`src/rtl/processor_pkg.sv`:
```
// Shared processor definitions: ALU op codes, mul/div iteration count,
// multdiv FSM state encoding and rstatus codes for mul/div exceptions.
package processor_pkg;

    // ALU op codes that dispatch to the multiply/divide unit
    localparam logic [4:0] ALU_MUL = 5'b00110;
    localparam logic [4:0] ALU_DIV = 5'b00111;

    // One result bit per iteration
    localparam int MD_ITER = 32;

    // multdiv_unit FSM encoding
    localparam logic [1:0] ST_IDLE = 2'd0;
    localparam logic [1:0] ST_MUL  = 2'd1;
    localparam logic [1:0] ST_DIV  = 2'd2;
    localparam logic [1:0] ST_DONE = 2'd3;

    // rstatus values written back when the unit flags an exception
    localparam logic [31:0] RSTATUS_MUL_OVF  = 32'd1;
    localparam logic [31:0] RSTATUS_DIV_ZERO = 32'd2;
    localparam logic [31:0] RSTATUS_DIV_OVF  = 32'd3;

endpackage

```
`src/rtl/multdiv_core.sv`:
```
// Iterative magnitude datapath: MSB-first shift-add multiply and restoring
// divide, one bit per enabled step. Operates on unsigned magnitudes only;
// sign handling lives in the top level.
module multdiv_core
    import processor_pkg::*;
#(
    parameter int WIDTH = MD_ITER
) (
    input  logic                 clock,
    input  logic                 reset,
    input  logic                 load,
    input  logic                 step,
    input  logic                 mode_div,
    input  logic [WIDTH-1:0]     a_mag,
    input  logic [WIDTH-1:0]     b_mag,
    output logic [2*WIDTH-1:0]   acc_next
);

    logic [WIDTH-1:0]   a_reg;
    logic [WIDTH-1:0]   b_reg;
    logic [2*WIDTH-1:0] acc;

    logic [2*WIDTH-1:0] mul_next;
    logic [2*WIDTH-1:0] div_next;
    logic [WIDTH:0]     shifted;
    logic [WIDTH:0]     trial;
    logic [WIDTH-1:0]   rem_next;
    logic               q_bit;

    // Next accumulator value for one multiply or divide step
    always_comb begin
        // Multiply: acc = 2*acc + (current multiplier MSB ? multiplicand : 0)
        mul_next = {acc[2*WIDTH-2:0], 1'b0}
                 + (b_reg[WIDTH-1] ? {{WIDTH{1'b0}}, a_reg} : {(2*WIDTH){1'b0}});
        // Divide: remainder in acc upper half, quotient built in lower half
        shifted  = {acc[2*WIDTH-1:WIDTH], a_reg[WIDTH-1]};
        trial    = shifted - {1'b0, b_reg};
        q_bit    = ~trial[WIDTH];
        rem_next = q_bit ? trial[WIDTH-1:0] : shifted[WIDTH-1:0];
        div_next = {rem_next, acc[WIDTH-2:0], q_bit};
        acc_next = mode_div ? div_next : mul_next;
    end

    // Operand/accumulator registers: load on accept, advance on each step
    always_ff @(posedge clock or posedge reset) begin
        if (reset) begin
            a_reg <= '0;
            b_reg <= '0;
            acc   <= '0;
        end else if (load) begin
            a_reg <= a_mag;
            b_reg <= b_mag;
            acc   <= '0;
        end else if (step) begin
            acc <= acc_next;
            if (mode_div)
                a_reg <= {a_reg[WIDTH-2:0], 1'b0};
            else
                b_reg <= {b_reg[WIDTH-2:0], 1'b0};
        end
    end

endmodule

```
`src/rtl/multdiv_unit.sv`:
```
// Iterative signed multiply/divide unit beside the execute stage. Holds the
// FSM, iteration counter, sign fixup and exception detection; the shift/
// add-subtract datapath lives in multdiv_core. All outputs are registered.
module multdiv_unit
    import processor_pkg::*;
#(
    parameter int WIDTH = MD_ITER
) (
    input  logic             clock,
    input  logic             reset,
    input  logic             ctrl_MULT,
    input  logic             ctrl_DIV,
    input  logic [WIDTH-1:0] data_operandA,
    input  logic [WIDTH-1:0] data_operandB,
    output logic [WIDTH-1:0] data_result,
    output logic             data_exception,
    output logic             data_resultRDY,
    output logic             data_busy
);

    localparam int             CW   = $clog2(WIDTH);
    localparam logic [CW-1:0]  LAST = CW'(WIDTH - 1);

    logic [1:0]         state;
    logic [CW-1:0]      count;
    logic               neg_res;
    logic               div_zero;
    logic               div_ovf;

    logic               can_start;
    logic               accept;
    logic               running;
    logic               last;
    logic [2*WIDTH-1:0] acc_next;
    logic [2*WIDTH-1:0] signed_acc;
    logic [WIDTH-1:0]   res_next;
    logic               exc_next;

    // Two's-complement magnitude of a signed operand (MIN maps to 2^(W-1))
    function automatic logic [WIDTH-1:0] abs_mag(input logic [WIDTH-1:0] v);
        return v[WIDTH-1] ? (~v + 1'b1) : v;
    endfunction

    // Apply the result sign to the full-width magnitude
    function automatic logic [2*WIDTH-1:0] sign_fix(input logic neg,
                                                    input logic [2*WIDTH-1:0] v);
        return neg ? (~v + 1'b1) : v;
    endfunction

    assign can_start = (state == ST_IDLE) || (state == ST_DONE);
    assign accept    = can_start && (ctrl_MULT || ctrl_DIV);
    assign running   = (state == ST_MUL) || (state == ST_DIV);
    assign last      = running && (count == LAST);

    multdiv_core #(.WIDTH(WIDTH)) u_core (
        .clock    (clock),
        .reset    (reset),
        .load     (accept),
        .step     (running),
        .mode_div (state == ST_DIV),
        .a_mag    (abs_mag(data_operandA)),
        .b_mag    (abs_mag(data_operandB)),
        .acc_next (acc_next)
    );

    // Final result and exception from the last step's accumulator
    always_comb begin
        signed_acc = sign_fix(neg_res, acc_next);
        res_next   = signed_acc[WIDTH-1:0];
        exc_next   = 1'b0;
        if (state == ST_DIV) begin
            if (div_zero) begin
                res_next = '0;
                exc_next = 1'b1;
            end else if (div_ovf) begin
                exc_next = 1'b1;
            end
        end else begin
            // Product overflows when the upper half is not a sign extension
            exc_next = (signed_acc[2*WIDTH-1:WIDTH] != {WIDTH{signed_acc[WIDTH-1]}});
        end
    end

    // Control FSM, iteration counter and registered outputs
    always_ff @(posedge clock or posedge reset) begin
        if (reset) begin
            state          <= ST_IDLE;
            count          <= '0;
            neg_res        <= 1'b0;
            div_zero       <= 1'b0;
            div_ovf        <= 1'b0;
            data_result    <= '0;
            data_exception <= 1'b0;
            data_resultRDY <= 1'b0;
            data_busy      <= 1'b0;
        end else begin
            case (state)
                ST_IDLE, ST_DONE: begin
                    data_resultRDY <= 1'b0;
                    if (accept) begin
                        state     <= ctrl_MULT ? ST_MUL : ST_DIV;
                        count     <= '0;
                        data_busy <= 1'b1;
                        neg_res   <= data_operandA[WIDTH-1] ^ data_operandB[WIDTH-1];
                        div_zero  <= (data_operandB == '0);
                        div_ovf   <= (data_operandA == {1'b1, {(WIDTH-1){1'b0}}})
                                  && (data_operandB == {WIDTH{1'b1}});
                    end else begin
                        state     <= ST_IDLE;
                        data_busy <= 1'b0;
                    end
                end
                ST_MUL, ST_DIV: begin
                    count <= count + 1'b1;
                    if (last) begin
                        state          <= ST_DONE;
                        data_busy      <= 1'b0;
                        data_resultRDY <= 1'b1;
                        data_result    <= res_next;
                        data_exception <= exc_next;
                    end
                end
                default: begin
                    state <= ST_IDLE;
                end
            endcase
        end
    end

endmodule

```
`config.mk`:
```
export PLATFORM = sky130hd
export DESIGN_NAME = multdiv_unit
export DESIGN_NICKNAME = d
export VERILOG_FILES = /design/src/rtl/processor_pkg.sv /design/src/rtl/multdiv_core.sv /design/src/rtl/multdiv_unit.sv
export SDC_FILE = /design/constraint.sdc
export NUM_CORES = 1
export LEC_CHECK = 0
export BUFFER_PORTS_ARGS = -buffer_cell sky130_fd_sc_hd__buf_2
export CORE_ASPECT_RATIO = 1.1
export CORE_MARGIN = 8
export CORE_UTILIZATION = 35
export CTS_BUF_LIST = sky130_fd_sc_hd__clkbuf_4
export DETAILED_ROUTE_END_ITERATION = 8
export GPL_ROUTABILITY_DRIVEN = 0
export HOLD_SLACK_MARGIN = 0.05
export SYNTH_ARGS = -nofsm -noshare
export SYNTH_HDL_FRONTEND = slang
export SYNTH_SLANG_ARGS = --single-unit
```
`constraint.sdc`:
```
create_clock -name clock -period 11.2 [get_ports clock]
set_input_delay 3.36 -clock clock [delete_from_list [all_inputs] [get_ports clock]]
set_output_delay 3.36 -clock clock [all_outputs]
set_load 0.005 [all_outputs]
```
==> summary.md, run 1 <==
| Metric | Value |
|---|---|
| Worst hold start | `count[3]` |
| FF-to-FF setup slack | `3370 ps` |
| Mapped Cells | `2095` |
| CTS max path bufs | `2` |
| Starting density of the core | `35.5%` |
| Final Hold Fails | `0` |
| Setup TNS | `0 ps` |
| WS Path Type | `reg2reg` |
| Crit path DAT | `8370 ps` |
| R2R cell count | `27` |
| Tcrit/Tclk final | `69.9%` |
| Global Route Usage Sum | `19.3%` |
| Minimum period implied by the final worst setup slack | `7830 ps` |
| Reg2reg start | `u_core.a_reg[31]` |
| First-pass detailed-route iteration total | `6` |
| CTS clk-pin slew, worst paths | `170 ps` |
| # DRC | `0` |
| Max reg flops | `64` |
| DR WL/cell | `19.9 µm` |
| Synth Register Bits | `173` |
| Total gr overflow | `0` |
| Syn nets | `2235` |
| Hold Path End | `count[3]` |
| YS warnings | `0` |
| Full die area | `0.0547 mm²` |
| Post-synth ARST share | `100%` |
| Syn avg cell area | `7.93 µm²` |
| Post-route worst setup slack | `3370 ps` |
| Vias in the first global route | `15612` |
| HP Class | `reg2reg` |
| Root Driver | `clkbuf_4` |
| Synth Flop Type | `dfrtp_1` |
| Die X | `224 µm` |
| P&R area growth vs syn | `7.54%` |
| Slew @ Worst Pin | `1210 ps` |
| Critical R2R Capture | `data_exception` |
| Hold WS | `503 ps` |
| DP HPWL | `41900 µm` |
| Port Buf Inserts | `102` |
| Via/cell ratio | `6.02` |
| Leak | `7.28 nW` |
| ANT nets after route | `0` |
| Status | `finished clean` |
| Dpl ws | `3460 ps` |
| Clock Latency Late Sink | `640 ps` |
| CTS tree | `yes` |
| FP Rows | `83` |
| Worst setup SP type | `flip-flop` |
| Antenna violations before repair | `1` |
| Layout Skew | `25.6 ps` |
| Critical path required time | `11740 ps` |
| Max VDD drop | `0.225 mV` |
| Die Ht | `244 µm` |
| Cell Area, Synth | `0.0166 mm²` |
| Distinct cells, synth | `110` |
| DRT iter0 DRCs | `1587` |
| Layout cells sized above 1 | `11.0%` |
| # IOs | `103` |
| Fillers | `4867` |
| Power Density | `284 mW/mm²` |
| First-pass GRT wire length | `86800 µm` |
| Cts bufs inserted | `17` |
| Setup Buffers After CTS | `0` |
| Final net count | `2257` |
| EDFF count, synth | `0` |
| Seq/Total Area, Yosys | `26.1%` |
| Via count | `16424` |
| RSZ-0062 raised after global routing | `no` |
| Core area | `0.0467 mm²` |
| Max frequency | `128 MHz` |
| H-tree Lvls | `4` |
| Largest register by flop count | `u_core.acc` |
| Hold_buf cts | `0` |
| Clk sinks | `173` |
| CP Capture Type | `flip-flop` |
| Rel. slew slack | `17.0%` |
| Crit path max fanout | `24` |
| Setup violators final | `0` |
| Largest net degree at the start of global routing | `85` |
| CTS resizes | `0` |
| Post-Route WL | `54300 µm` |
| Max Cap Viol | `0` |
| Hold Path Depth | `1` |
| Max Slew Vio Count | `0` |
[cells by family (layout without fill, tap and decap cells)]
kind of cell | count (synthesis) | in the layout | synth area share (%)
AOI/OAI and AO/OA | 695 | 695 | 28.8
xor gates and xnor gates | 159 | 159 | 8.43
adders and majority gates | 72 | 72 | 5.52
buffers and inverters | 187 | 222 | 4.60
DFF | 173 | 173 | 26.1
muxes | 55 | 55 | 3.37
other | 0 | 1 | 0
and+or+nand+nor | 754 | 754 | 23.2
[final cells by class]
class	count	area, µm²	share of cell area [%]
Clock buffer	17	128	0.715
Inverter	73	279	1.56
Tap cell	595	744	4.17
Sequential cell	173	4330	24.2
Antenna cell	1	2.50	0.0140
Timing Repair Buffer	117	623	3.49
Multi-Input combinational cell	1735	11600	64.7
Clock inverter	15	199	1.11
[through the flow]
stage               power [mW]  cells  cell area (µm²)  utilization, %
detailed placement        4.60   2693            17500            37.5
global route              5.48   2726            17900            38.2
finish                    5.07   2726            17900            38.2
floorplan                 3.70   2095            16600               -
CTS                       5.02   2725            17900            38.2
global placement          4.55   2693            17500            37.5
[routing by layer]
metal / wire length, µm / track usage [%] / share of wire (%)
met2: 23800 / 29.7 / 44
met4: 1370 / 6.68 / 2.5
met5: 0 / 0 / 0
met3: 3240 / 2.38 / 6.0
met1: 25800 / 27.6 / 48
[cell usage after synthesis, drive strengths merged (7+ instances only)]
master | instances | share of area, %
nand2 | 274 | 6.2
o21ai | 230 | 7.0
dfrtp | 173 | 26
xnor2 | 125 | 6.6
a21oi | 112 | 3.4
nor2 | 108 | 2.5
inv | 73 | 1.7
clkbuf | 71 | 1.6
ha | 70 | 5.3
nand3 | 60 | 1.8
a22o | 51 | 2.7
mux2i | 51 | 3.1
nor3 | 47 | 1.4
and2 | 45 | 1.7
buf | 43 | 1.3
o22ai | 42 | 1.6
nand4 | 41 | 1.7
xor2 | 34 | 1.8
o31ai | 32 | 1.6
a211oi | 25 | 1.4
or3 | 25 | 1.0
and3 | 21 | 0.79
nor4 | 21 | 0.96
or2 | 21 | 0.79
nand2b | 20 | 0.75
o211ai | 20 | 1.0
nor2b | 19 | 0.72
a21o | 18 | 0.81
a31oi | 16 | 0.68
and4 | 15 | 0.79
o41ai | 15 | 0.95
o21a | 12 | 0.54
o221ai | 12 | 0.67
a221oi | 8 | 0.63
o2111ai | 8 | 0.42
o21bai | 7 | 0.32
[layout by cell type (no fill, tap or decap), types with 19 or more instances in the layout]
cell | synthesis | routed
and3_1 | 21 | 21
dfrtp_1 | 173 | 172
nand2_1 | 274 | 274
nor2_1 | 107 | 106
nand2b_1 | 20 | 20
o21ai_0 | 214 | 214
nor3_1 | 46 | 45
nor2b_1 | 19 | 19
o22ai_1 | 42 | 42
nand4_1 | 38 | 38
o31ai_1 | 29 | 29
xnor2_1 | 125 | 125
a22o_1 | 51 | 51
ha_1 | 70 | 69
inv_1 | 71 | 70
buf_2 | 28 | 102
nand3_1 | 60 | 60
a21oi_1 | 111 | 110
and2_1 | 45 | 45
xor2_1 | 33 | 33
or3_1 | 23 | 23
mux2i_1 | 51 | 51
[power breakdown]
group	total [mW]	internal, mW	switching, mW
registers	1.08	0.842	0.240
clock network	0.405	0.128	0.277
logic	3.58	1.29	2.29
[how the worst max path moves through the flow]
stage | cells past startpoint | start | end
after floorplan | 1 | reset | count[0]
after CTS | 27 | u_core.a_reg[31] | data_exception
final | 27 | u_core.a_reg[31] | data_exception
after global routing | 27 | u_core.a_reg[31] | data_exception
after detailed placement | 27 | u_core.a_reg[31] | data_exception
after global placement | 27 | u_core.a_reg[31] | data_exception
[worst max-delay path, cell delays in order (launching register included)]
cell and delay [ps]:
dfrtp_1 420, inv_1 120, ha_1 180, inv_1 50, fa_1 410, a211oi_1 340, o211ai_2 170, a211oi_2 470
nor4b_2 120, o211a_2 490, nand2_1 440, nand2_1 180, inv_1 140, ha_1 170, nand3_1 90, or3_1 480
nor4b_4 360, nand4_2 200, nand4bb_1 300, or3_4 460, or4b_4 600, or2_1 360, o31ai_4 210, xnor2_1 190
nor2_1 80, a2111oi_0 340, and4bb_1 250, a31oi_1 70
No activity file was read; power rests on OpenSTA's default activity.
==> run 2, diff against run 1 <==
==> constraint.sdc (replaced) <==
create_clock -name clock -period 7.9 [get_ports clock]
set_input_delay 2.37 -clock clock [delete_from_list [all_inputs] [get_ports clock]]
set_output_delay 2.37 -clock clock [all_outputs]
set_load 0.005 [all_outputs]
==> run 2 against run 1 <==
Global-route usage rose by 0.37 points; fmax rose by 8.9%; largest cell class unchanged; total power rose by 41%; register-to-register slack got worse by 2700 ps; critical endpoint unchanged; largest power group unchanged.
==> summary.md, run 2 (synthesis gave the netlist of run 1 again) <==
| Metric | Value |
|---|---|
| Status | `finished clean (unchanged)` |
| Die Ht | `244 µm (unchanged)` |
| # DRC | `0 (unchanged)` |
| P&R area growth vs syn | `7.65% (was 7.54%)` |
| Setup Buffers After CTS | `0 (unchanged)` |
| Rel. slew slack | `27.2% (was 17.0%)` |
| Area after DPL | `0.0176 mm² (was 0.0175 mm²)` |
| Cell mode on critical path | `inv_1 (unchanged)` |
| FF+latch area | `0.00433 mm² (unchanged)` |
| Post-Route WL | `55400 µm (was 54300 µm)` |
| Post-layout total power | `7.17 mW (was 5.07 mW)` |
| Crit path DAT | `7730 ps (was 8370 ps)` |
| Slew @ Worst Pin | `1080 ps (was 1210 ps)` |
| Slowest cell on crit path | `or4b_4 (unchanged)` |
| HP Class | `reg2reg (unchanged)` |
| Full die area | `0.0547 mm² (unchanged)` |
| Max Slew Vio Count | `0 (unchanged)` |
| First-pass detailed-route iteration total | `6 (unchanged)` |
| Core Util, Final | `38.3% (was 38.2%)` |
| CTS resizes | `0 (unchanged)` |
| Fin area | `0.0179 mm² (about the same)` |
| Max reg flops | `64 (unchanged)` |
| Final Hold Fails | `0 (unchanged)` |
| Antenna violations before repair | `2 (was 1)` |
| FP Rows | `83 (unchanged)` |
| Via/cell ratio | `6.03 (was 6.02)` |
| Port Buf Inserts | `102 (unchanged)` |
| Leak | `7.29 nW (was 7.28 nW)` |
| Critical path required time | `8450 ps (was 11740 ps)` |
| Power Density | `401 mW/mm² (was 284 mW/mm²)` |
| Worst setup SP type | `flip-flop (unchanged)` |
| RSZ-0062 raised after global routing | `no (unchanged)` |
| Core area | `0.0467 mm² (unchanged)` |
| Hold_buf cts | `0 (unchanged)` |
| Fillers | `4854 (was 4867)` |
| Max Cap Viol | `0 (unchanged)` |
| # IOs | `103 (unchanged)` |
| Tcrit/Tclk final | `91.0% (was 69.9%)` |
| Commonest non-fill, non-tap cells in the layout | `274 x nand2_1, 214 x o21ai_0, 172 x dfrtp_1 (unchanged)` |
| Dpl ws | `794 ps (was 3460 ps)` |
| Layout Skew | `36.0 ps (was 25.6 ps)` |
| Vias in the first global route | `15619 (was 15612)` |
| Setup TNS | `0 ps (unchanged)` |
| Die X | `224 µm (unchanged)` |
| Clock Latency Late Sink | `660 ps (was 640 ps)` |
| H-tree Lvls | `4 (unchanged)` |
| Minimum period implied by the final worst setup slack | `7190 ps (was 7830 ps)` |
| Multi-input gate area | `0.0116 mm² (unchanged)` |
| Crit path max fanout | `13 (was 24)` |
| Final net count | `2263 (was 2257)` |
| DP HPWL | `42400 µm (was 41900 µm)` |
| CTS max path bufs | `2 (unchanged)` |
| Most common cell after layout, fill and taps aside | `nand2_1 (unchanged)` |
| Post-route worst setup slack | `713 ps (was 3370 ps)` |
| Layout cells sized above 1 | `11.2% (was 11.0%)` |
| Setup violators final | `0 (unchanged)` |
| Slowest cell delay on critical path | `600 ps (about the same)` |
| Clk sinks | `173 (unchanged)` |
| Max VDD drop | `0.318 mV (was 0.225 mV)` |
| ANT nets after route | `0 (unchanged)` |
| Via count | `16486 (was 16424)` |
| Largest register by flop count | `u_core.acc (unchanged)` |
| CTS tree | `yes (unchanged)` |
| Total gr overflow | `0 (unchanged)` |
| DR WL/cell | `20.3 µm (was 19.9 µm)` |
| Max frequency | `139 MHz (was 128 MHz)` |
| CP Capture Type | `flip-flop (unchanged)` |
| WS Path Type | `reg2reg (unchanged)` |
| Starting density of the core | `35.5% (unchanged)` |
| DRT iter0 DRCs | `1730 (was 1587)` |
| CP Buf/Inv Count | `3 (unchanged)` |
| Root Driver | `clkbuf_4 (unchanged)` |
| Global Route Usage Sum | `19.7% (was 19.3%)` |
| First-pass GRT wire length | `88100 µm (was 86800 µm)` |
| Family with the most delay on the worst path | `simple AND/OR/NAND/NOR gates (unchanged)` |
| Cts bufs inserted | `17 (unchanged)` |
| CTS clk-pin slew, worst paths | `180 ps (was 170 ps)` |
| Largest net degree at the start of global routing | `107 (was 85)` |
[run 2: cell types whose count changed in the layout (fill, tap and decap cells not counted)]
cell and change:
clkinv_8 -3, inv_12 -1, buf_12 +1, buf_4 +5, clkinv_2 +1, inv_6 +2, diode_2 +1, clkinv_1 +1
clkinvlp_4 +1, inv_8 -1
[run 2: layout make-up]
cell class                      instances  share of cell area [%]
Multi-Input combinational cell       1735                    64.6
Sequential cell                       173                    24.2
Tap cell                              595                    4.16
Timing Repair Buffer                  123                    3.81
Inverter                               73                    1.56
Clock inverter                         15                   0.875
Clock buffer                           17                   0.714
Antenna cell                            2                  0.0280
[run 2: final timing paths]
kind	startpoint	to	slack [ps]	depth (start not counted)
hold reg to reg	count[3]	count[3]	500	1
setup / recovery	u_core.a_reg[31]	data_exception	710	27
max in group asynchronous	reset	div_zero	5070	3
hold / removal	count[3]	count[3]	500	1
min in group asynchronous	reset	u_core.a_reg[13]	1760	2
setup reg to reg	u_core.a_reg[31]	data_exception	710	27
[run 2: power breakdown]
part           internal, mW  leakage, nW  switching, mW
clock                 0.168        0.150          0.377
combinational          1.84         4.91           3.27
sequential             1.19         2.23          0.311
total                  3.20         7.29           3.96
[run 2: stage by stage]
step	hold slack, ps	instances
finish	504	2733
global placement	467	2699
floorplan	450	2095
CTS	502	2731
detailed placement	478	2699
global route	518	2733
[run 2: routing by layer]
layer | GRT usage, % | wire length, µm | vias to the layer above
li1 | - | - | 7862
met1 | 28.0 | 26000 | 7894
met2 | 30.6 | 24700 | 635
met3 | 2.24 | 3210 | 95
met4 | 6.92 | 1570 | 0
met5 | 0 | 0 | -
